File: config.mk
export PLATFORM = sky130hd
export DESIGN_NAME = spine_tile_switch_flat
export DESIGN_NICKNAME = d
export VERILOG_FILES = /design/src/rtl/spine_tile_switch_if.sv /design/src/rtl/spine_tile_switch.sv /design/src/flat_wrapper.sv
export SDC_FILE = /design/constraint.sdc
export NUM_CORES = 1
export LEC_CHECK = 0
export ABC_CLOCK_PERIOD_IN_PS = 7200
export CORE_MARGIN = 2
export CORE_UTILIZATION = 55
export DETAILED_ROUTE_END_ITERATION = 10
export DONT_BUFFER_PORTS = 1
export PLACE_DENSITY = 0.7
export SLEW_MARGIN = 10
export SYNTH_ARGS = -nofsm -noshare
export SYNTH_HDL_FRONTEND = slang
export SYNTH_SLANG_ARGS = --single-unit
File: constraint.sdc
create_clock -name ACLK -period 7.2 [get_ports ACLK]
set_input_delay 0.72 -clock ACLK [delete_from_list [all_inputs] [get_ports ACLK]]
set_output_delay 0.72 -clock ACLK [all_outputs]
set_load 0.05 [all_outputs]
File: src/rtl/spine_tile_switch_if.sv
// Port bundle for spine_tile_switch: NI and spine valid/ready channels plus FIFO status.
// The switch connects through the slave modport; its environment uses master.
interface spine_tile_switch_if #(
    parameter int DWIDTH     = 16,
    parameter int NUM_SPINES = 4
);
    localparam int GW = $clog2(NUM_SPINES + 1);

    logic [DWIDTH-1:0]            gpu_in_data;
    logic                         gpu_in_valid;
    logic                         gpu_in_ready;
    logic [DWIDTH-1:0]            gpu_out_data;
    logic                         gpu_out_valid;
    logic                         gpu_out_ready;
    logic [NUM_SPINES*DWIDTH-1:0] spine_in_data;
    logic [NUM_SPINES-1:0]        spine_in_valid;
    logic [NUM_SPINES-1:0]        spine_in_ready;
    logic [NUM_SPINES*DWIDTH-1:0] spine_out_data;
    logic [NUM_SPINES-1:0]        spine_out_valid;
    logic [NUM_SPINES-1:0]        spine_out_ready;
    logic [NUM_SPINES:0]          fifo_full;
    logic [NUM_SPINES:0]          fifo_empty;
    logic [GW-1:0]                current_grant;

    modport slave (
        input  gpu_in_data, gpu_in_valid, gpu_out_ready,
        input  spine_in_data, spine_in_valid, spine_out_ready,
        output gpu_in_ready, gpu_out_data, gpu_out_valid,
        output spine_in_ready, spine_out_data, spine_out_valid,
        output fifo_full, fifo_empty, current_grant
    );

    modport master (
        output gpu_in_data, gpu_in_valid, gpu_out_ready,
        output spine_in_data, spine_in_valid, spine_out_ready,
        input  gpu_in_ready, gpu_out_data, gpu_out_valid,
        input  spine_in_ready, spine_out_data, spine_out_valid,
        input  fifo_full, fifo_empty, current_grant
    );
endinterface

File: src/rtl/spine_tile_switch.sv
// Tile switch between one GPU NI and NUM_SPINES spine links: buffered ingress, round-robin
// egress to the GPU, dest-indexed GPU-to-spine forwarding. SPINE_TILE_DROP_CNT_EN adds drop_count.
module spine_tile_switch #(
    parameter int                DWIDTH     = 16,
    parameter int                ADDR_W     = 6,
    parameter int                NUM_SPINES = 4,
    parameter int                FIFO_DEPTH = 4,
    parameter logic [ADDR_W-3:0] GROUP_ID   = 4'b0100,
    parameter int                ROUTER_ID  = 2
) (
    input  logic                ACLK,
    input  logic                ARESETn,
    spine_tile_switch_if.slave  bus
`ifdef SPINE_TILE_DROP_CNT_EN
    ,
    output logic [15:0]         drop_count
`endif
);
    localparam int NP      = NUM_SPINES + 1;
    localparam int GPU_IDX = NUM_SPINES;
    localparam int GW      = $clog2(NP);
    localparam int PW      = $clog2(FIFO_DEPTH);
    localparam int CW      = PW + 1;
    localparam int SW      = $clog2(NUM_SPINES);

    localparam logic [1:0]        RID        = 2'(ROUTER_ID);
    localparam logic [ADDR_W-1:0] LOCAL_DEST = {GROUP_ID, RID};
    localparam logic [GW-1:0]     LAST_IDX   = GW'(NP - 1);
    localparam logic [CW-1:0]     FULL_CNT   = CW'(FIFO_DEPTH);

    logic [DWIDTH-1:0]     w_in_data [NP];
    logic [DWIDTH-1:0]     w_head    [NP];
    logic [NP-1:0]         w_in_valid;
    logic [NP-1:0]         w_push;
    logic [NP-1:0]         w_pop;
    logic [NP-1:0]         w_full;
    logic [NP-1:0]         w_empty;
    logic [NP-1:0]         w_local;
    logic [NUM_SPINES-1:0] w_drop;
    logic [NUM_SPINES-1:0] w_sout_valid;

    logic [GW-1:0]         w_win;
    logic                  w_found;
    int unsigned           w_idx;
    logic                  w_gpu_load;
    logic [DWIDTH-1:0]     w_gpu_head;
    logic [SW-1:0]         w_sel;
    logic                  w_fwd;

    logic [DWIDTH-1:0]     r_gpu_out_data;
    logic                  r_gpu_out_valid;
    logic [GW-1:0]         r_grant;
    logic [GW-1:0]         r_rr_ptr;

    assign w_in_valid          = {bus.gpu_in_valid, bus.spine_in_valid};
    assign w_in_data[GPU_IDX]  = bus.gpu_in_data;

    for (genvar s = 0; s < NUM_SPINES; s++) begin : g_in
        assign w_in_data[s] = bus.spine_in_data[s*DWIDTH +: DWIDTH];
    end

    // Ingress FIFOs; ready is purely a function of occupancy.
    for (genvar g = 0; g < NP; g++) begin : g_fifo
        logic [DWIDTH-1:0] r_mem [FIFO_DEPTH];
        logic [PW-1:0]     r_wptr;
        logic [PW-1:0]     r_rptr;
        logic [CW-1:0]     r_cnt;

        assign w_full[g]  = (r_cnt == FULL_CNT);
        assign w_empty[g] = (r_cnt == '0);
        assign w_head[g]  = r_mem[r_rptr];
        assign w_push[g]  = w_in_valid[g] && !w_full[g];
        assign w_local[g] = !w_empty[g] && (w_head[g][DWIDTH-1 -: ADDR_W] == LOCAL_DEST);

        always_ff @(posedge ACLK) begin
            if (w_push[g]) begin
                r_mem[r_wptr] <= w_in_data[g];
            end
        end

        always_ff @(posedge ACLK or negedge ARESETn) begin
            if (!ARESETn) begin
                r_wptr <= '0;
                r_rptr <= '0;
                r_cnt  <= '0;
            end else begin
                if (w_push[g]) begin
                    r_wptr <= r_wptr + PW'(1);
                end
                if (w_pop[g]) begin
                    r_rptr <= r_rptr + PW'(1);
                end
                r_cnt <= r_cnt + CW'(w_push[g]) - CW'(w_pop[g]);
            end
        end
    end

    // Round-robin search over local heads, starting at the pointer.
    always_comb begin
        w_win   = '0;
        w_found = 1'b0;
        w_idx   = 0;
        for (int unsigned off = 0; off < NP; off++) begin
            w_idx = (32'(r_rr_ptr) + off) % NP;
            if (!w_found && w_local[w_idx]) begin
                w_win   = GW'(w_idx);
                w_found = 1'b1;
            end
        end
    end

    assign w_gpu_load = (!r_gpu_out_valid || bus.gpu_out_ready) && (|w_local);

    always_ff @(posedge ACLK or negedge ARESETn) begin
        if (!ARESETn) begin
            r_gpu_out_data  <= '0;
            r_gpu_out_valid <= 1'b0;
            r_grant         <= '0;
            r_rr_ptr        <= '0;
        end else if (w_gpu_load) begin
            r_gpu_out_data  <= w_head[w_win];
            r_gpu_out_valid <= 1'b1;
            r_grant         <= w_win;
            r_rr_ptr        <= (w_win == LAST_IDX) ? '0 : w_win + GW'(1);
        end else if (bus.gpu_out_ready) begin
            r_gpu_out_valid <= 1'b0;
        end
    end

    // Non-local GPU head goes to the spine addressed by the low dest bits, or waits.
    assign w_gpu_head = w_head[GPU_IDX];
    assign w_sel      = w_gpu_head[DWIDTH-ADDR_W +: SW];
    assign w_fwd      = !w_empty[GPU_IDX] && !w_local[GPU_IDX] &&
                        (!w_sout_valid[w_sel] || bus.spine_out_ready[w_sel]);

    assign w_pop[GPU_IDX] = w_fwd || (w_gpu_load && (w_win == GW'(GPU_IDX)));

    for (genvar s = 0; s < NUM_SPINES; s++) begin : g_spine
        logic [DWIDTH-1:0] r_data;
        logic              r_valid;

        assign w_drop[s] = !w_empty[s] && !w_local[s];
        assign w_pop[s]  = w_drop[s] || (w_gpu_load && (w_win == GW'(s)));

        always_ff @(posedge ACLK or negedge ARESETn) begin
            if (!ARESETn) begin
                r_data  <= '0;
                r_valid <= 1'b0;
            end else if (w_fwd && (w_sel == SW'(s))) begin
                r_data  <= w_gpu_head;
                r_valid <= 1'b1;
            end else if (bus.spine_out_ready[s]) begin
                r_valid <= 1'b0;
            end
        end

        assign w_sout_valid[s]                      = r_valid;
        assign bus.spine_out_data[s*DWIDTH +: DWIDTH] = r_data;
    end

`ifdef SPINE_TILE_DROP_CNT_EN
    logic [15:0]   r_drop_cnt;
    logic [SW:0]   w_ndrop;
    logic [16:0]   w_dsum;

    always_comb begin
        w_ndrop = '0;
        for (int unsigned s = 0; s < NUM_SPINES; s++) begin
            w_ndrop = w_ndrop + (SW+1)'(w_drop[s]);
        end
        w_dsum = 17'(r_drop_cnt) + 17'(w_ndrop);
    end

    always_ff @(posedge ACLK or negedge ARESETn) begin
        if (!ARESETn) begin
            r_drop_cnt <= '0;
        end else begin
            r_drop_cnt <= w_dsum[16] ? '1 : w_dsum[15:0];
        end
    end

    assign drop_count = r_drop_cnt;
`endif

    assign bus.gpu_in_ready    = !w_full[GPU_IDX];
    assign bus.spine_in_ready  = ~w_full[NUM_SPINES-1:0];
    assign bus.gpu_out_data    = r_gpu_out_data;
    assign bus.gpu_out_valid   = r_gpu_out_valid;
    assign bus.spine_out_valid = w_sout_valid;
    assign bus.fifo_full       = w_full;
    assign bus.fifo_empty      = w_empty;
    assign bus.current_grant   = r_grant;
endmodule

File: src/flat_wrapper.sv
// flat-port wrapper written by rule: the top's interface ports become plain ports
module spine_tile_switch_flat 
#(
    parameter int                DWIDTH     = 16,
    parameter int                ADDR_W     = 6,
    parameter int                NUM_SPINES = 4,
    parameter int                FIFO_DEPTH = 4,
    parameter logic [ADDR_W-3:0] GROUP_ID   = 4'b0100,
    parameter int                ROUTER_ID  = 2
)
  (ACLK, ARESETn, bus_gpu_in_data, bus_gpu_in_valid, bus_gpu_out_ready, bus_spine_in_data, bus_spine_in_valid, bus_spine_out_ready, bus_gpu_in_ready, bus_gpu_out_data, bus_gpu_out_valid, bus_spine_in_ready, bus_spine_out_data, bus_spine_out_valid, bus_fifo_full, bus_fifo_empty, bus_current_grant);
  spine_tile_switch_if #(.DWIDTH(DWIDTH), .NUM_SPINES(NUM_SPINES)) bus_i ();
  input  logic ACLK;
  input  logic ARESETn;
  input wire logic [$bits(bus_i.gpu_in_data)-1:0] bus_gpu_in_data;
  input wire logic [$bits(bus_i.gpu_in_valid)-1:0] bus_gpu_in_valid;
  input wire logic [$bits(bus_i.gpu_out_ready)-1:0] bus_gpu_out_ready;
  input wire logic [$bits(bus_i.spine_in_data)-1:0] bus_spine_in_data;
  input wire logic [$bits(bus_i.spine_in_valid)-1:0] bus_spine_in_valid;
  input wire logic [$bits(bus_i.spine_out_ready)-1:0] bus_spine_out_ready;
  output wire logic [$bits(bus_i.gpu_in_ready)-1:0] bus_gpu_in_ready;
  output wire logic [$bits(bus_i.gpu_out_data)-1:0] bus_gpu_out_data;
  output wire logic [$bits(bus_i.gpu_out_valid)-1:0] bus_gpu_out_valid;
  output wire logic [$bits(bus_i.spine_in_ready)-1:0] bus_spine_in_ready;
  output wire logic [$bits(bus_i.spine_out_data)-1:0] bus_spine_out_data;
  output wire logic [$bits(bus_i.spine_out_valid)-1:0] bus_spine_out_valid;
  output wire logic [$bits(bus_i.fifo_full)-1:0] bus_fifo_full;
  output wire logic [$bits(bus_i.fifo_empty)-1:0] bus_fifo_empty;
  output wire logic [$bits(bus_i.current_grant)-1:0] bus_current_grant;
  assign bus_i.gpu_in_data = bus_gpu_in_data;
  assign bus_i.gpu_in_valid = bus_gpu_in_valid;
  assign bus_i.gpu_out_ready = bus_gpu_out_ready;
  assign bus_i.spine_in_data = bus_spine_in_data;
  assign bus_i.spine_in_valid = bus_spine_in_valid;
  assign bus_i.spine_out_ready = bus_spine_out_ready;
  assign bus_gpu_in_ready = bus_i.gpu_in_ready;
  assign bus_gpu_out_data = bus_i.gpu_out_data;
  assign bus_gpu_out_valid = bus_i.gpu_out_valid;
  assign bus_spine_in_ready = bus_i.spine_in_ready;
  assign bus_spine_out_data = bus_i.spine_out_data;
  assign bus_spine_out_valid = bus_i.spine_out_valid;
  assign bus_fifo_full = bus_i.fifo_full;
  assign bus_fifo_empty = bus_i.fifo_empty;
  assign bus_current_grant = bus_i.current_grant;
  spine_tile_switch #(.DWIDTH(DWIDTH), .ADDR_W(ADDR_W), .NUM_SPINES(NUM_SPINES), .FIFO_DEPTH(FIFO_DEPTH), .GROUP_ID(GROUP_ID), .ROUTER_ID(ROUTER_ID)) u_core (.ACLK(ACLK), .ARESETn(ARESETn), .bus(bus_i));
endmodule
==> impl_results.md <==
- Status: finished, final reports clean
- Drt drc: 0
- Fin util: 61.58%
- Number of max-cap violations: 0
- Synth-to-layout area growth: 10.93%
- Final hold violations: 0
- Post-Syn Area: 0.01903 sq mm
- LEAKAGE: 0.007969 uW
- Total CTS buffers: 45
- Gp weighted congestion: 0.8830
- Vias per cell: 5.980
- Core ar.: 0.03429 sq mm
- Post-synth EDFFs: 320
- First drt pass iteration count: 5
- Data arrival time of the critical path: 7.20 ns
- CTS Root Cell: clkbuf_16
- Initial core utilization: 55.51%
- Most used cell, CP: inv_1
- GRT Total Usage: 22.92%
- Seq. cell area: 0.01276 sq mm
- Routed Antenna Nets: 0
- Mapped Cells: 1,157
- Fmax: 149.4 MHz
- Postcts setup bufs: 0
- Multi-input combinational cell area: 0.005847 sq mm
- Period utilization: 92.94%
- # diodes: 0
- Count of different cell masters after synthesis: 79
- FFs w/ async S/R, synth: 28.25%
- Core Rows: 68
- Detailed placement HPWL: 27,550 microns
- Layout fillers: 2,440
- Skew-Pair Late Insertion Delay: 0.58 ns
- Chip Height: 190.0 microns
- Synth top area share: 50.49%
- Avg Cell Area, Syn: 16.45 sq um
- CTS tree: yes
- Pin count of the biggest net entering global routing: 127
- Seq/Total Area, Yosys: 67.05%
- Longest Clk Path Bufs: 3
- Overall Power: 11,100 uW
- H-tree levels: 2
- Most frequent cell after synthesis: edfxtp_1
- Critical Path RT: 7.71 ns
- WL/cell: 24.19 microns
- RSZ-0062 raised after global routing: false
- R2r setup slk: 0.51 ns
- Pwr/cell area: 525.6 mW/mm^2
- Worst setup path category: reg2reg
- Drt initial violations: 892
- Least-Margin Pin Slew: 0.9792 ns
- Overflow after GRT: 0
- Worst rel slew slack: 34.72%
- Crit path max-delay family: compound AO/OA/AOI/OAI gates
- Routed vias: 9,999
- Initial antenna violation count: 0
- Final setup fails: 0
- Clock Skew: 0.02133 ns
- Detailed Route WL: 40,450 microns
- I/O Buffers: 0
- Clock sink total: 446
- # nets final: 1,333
- I/O pin cnt: 195
- Cell accounting for the most synthesized area: edfxtp_1
- HP Class: in2async
- Vias in the first global route: 10,240
- Setup TNS Final: 0 ns
- Critical Path End Type: flop
- Synth Net Count: 1,310
- Max VDD drop: 0.3182 mV
- Critical-path maximum fanout: 10
- Die Width: 190.0 microns
- Worst path slowest cell: dfrtp_1
- Commonest cells in the netlist: edfxtp_1 (320), dfrtp_1 (126), mux4_2 (67)
- DIE AREA: 0.03611 sq mm
- Worst Setup Start Kind: flop
- Slew Limit Fails: 0
- YS warnings: 0
- WHS: 0.1241 ns
- Most used DFF post-synth: edfxtp_1
- Crit path largest cell delay: 0.48 ns
- Global-route wire length before repair: 61,730 microns
- Yosys reg bits: 446
- Buf/Inv on CP: 7
- Layout cells sized above 1: 19.72%
- Top cells by area, synth: edfxtp_1 (50%), dfrtp_1 (17%), mux4_2 (7.9%)
- Clock Pin Slew Worst Setup and Hold Paths: 0.06 ns
- Final min period: 6.691 ns
power by group:
| part | switching, uW | internal [uW] | leakage, uW |
|---|---|---|---|
| Sequential | 1250 | 3500 | 0.00443 |
| Combinational | 2280 | 1670 | 0.00280 |
| Clock | 979 | 1410 | 0.000736 |
| Total | 4510 | 6580 | 0.00797 |
registers in the layout, indices dropped and copies added, names as in the netlist:
signal and count:
u_core.g_spine.r_valid 4, u_core.r_rr_ptr 3, u_core.bus.current_grant 3, u_core.bus.gpu_out_data 16
u_core.g_fifo.r_mem 320, u_core.g_spine.r_data 64, u_core.g_fifo.r_cnt 15, u_core.g_fifo.r_rptr 10
u_core.bus.gpu_out_valid 1, u_core.g_fifo.r_wptr 10
final timing paths:
check / startpoint / endpoint / cells after the start
max in group asynchronous: ARESETn / u_core.bus.gpu_out_valid / 1
worst min-delay path: ARESETn / u_core.g_fifo[1].r_wptr[1] / 1
worst max register to register: u_core.r_rr_ptr[1] / u_core.g_fifo[3].r_cnt[2] / 29
worst max-delay path: u_core.r_rr_ptr[1] / u_core.g_fifo[3].r_cnt[2] / 29
min in group ACLK: bus_gpu_in_data[1] / u_core.g_fifo[4].r_mem[1][1] / 0
worst min register to register: u_core.g_fifo[3].r_cnt[2] / u_core.g_fifo[3].r_cnt[2] / 1
final cells by class:
cell class | instances | share of cell area (%)
repair buffers | 21 | 0.8593
well taps | 455 | 2.696
multi-input cells | 604 | 27.69
clock inverters | 21 | 1.262
flip-flops and latches | 446 | 60.44
clock buffers | 63 | 5.944
inverters | 62 | 1.102
cells by family after synthesis:
group,after synthesis,synth area share (%)
compound gates,117,4.595
xor+xnor,34,1.604
fa+ha+maj,62,4.299
buf+inv,107,2.459
flops,446,67.05
mux,164,13.43
simple gates,227,6.561
placed cells by master, fill, tap and decap left out, types with 6 or more instances in the layout:
cell,n
a21oi_1,19
a221o_1,11
a22o_1,6
and2_1,8
and3_1,35
buf_4,19
clkbuf_1,13
clkbuf_16,46
clkinv_2,6
dfrtp_1,126
edfxtp_1,320
fa_1,6
ha_1,54
inv_1,61
mux2_2,61
mux2i_1,36
mux4_2,67
nand2_1,48
nand2b_1,16
nand3_1,17
nor2_1,43
nor2b_1,6
nor3_1,9
o21ai_0,21
xnor2_1,28
layer usage:
metal,vias to the layer above,routed length [microns],GRT usage (%),part of all wire (%)
met3,66,3348,7.342,8.3
met2,333,19170,35.92,47
li1,4460,-,-,-
met4,0,1033,7.036,2.6
met5,-,0,0,0
met1,5140,16900,30.94,42
through the flow:
stage | setup WS [ns] | std cells | cell area (sq um)
2_1_floorplan | 0.5924 | 1157 | 19030
3_3_place_gp | 0.6798 | 1587 | 19540
3_5_place_dp | 0.4580 | 1587 | 19540
4_1_cts | 0.4565 | 1672 | 21090
5_1_grt | 0.02209 | 1672 | 21110
6_report | 0.5086 | 1672 | 21110
timing repair:
| item | 4_1_cts | 5_1_grt |
|---|---|---|
| setup endpoints to repair | 0 | 3 |
| resized for setup | 0 | 4 |
| endpoints found under the hold margin | 126 | 0 |
| hold buffers | 1 | 0 |
Power figures use the tool's default switching activity.
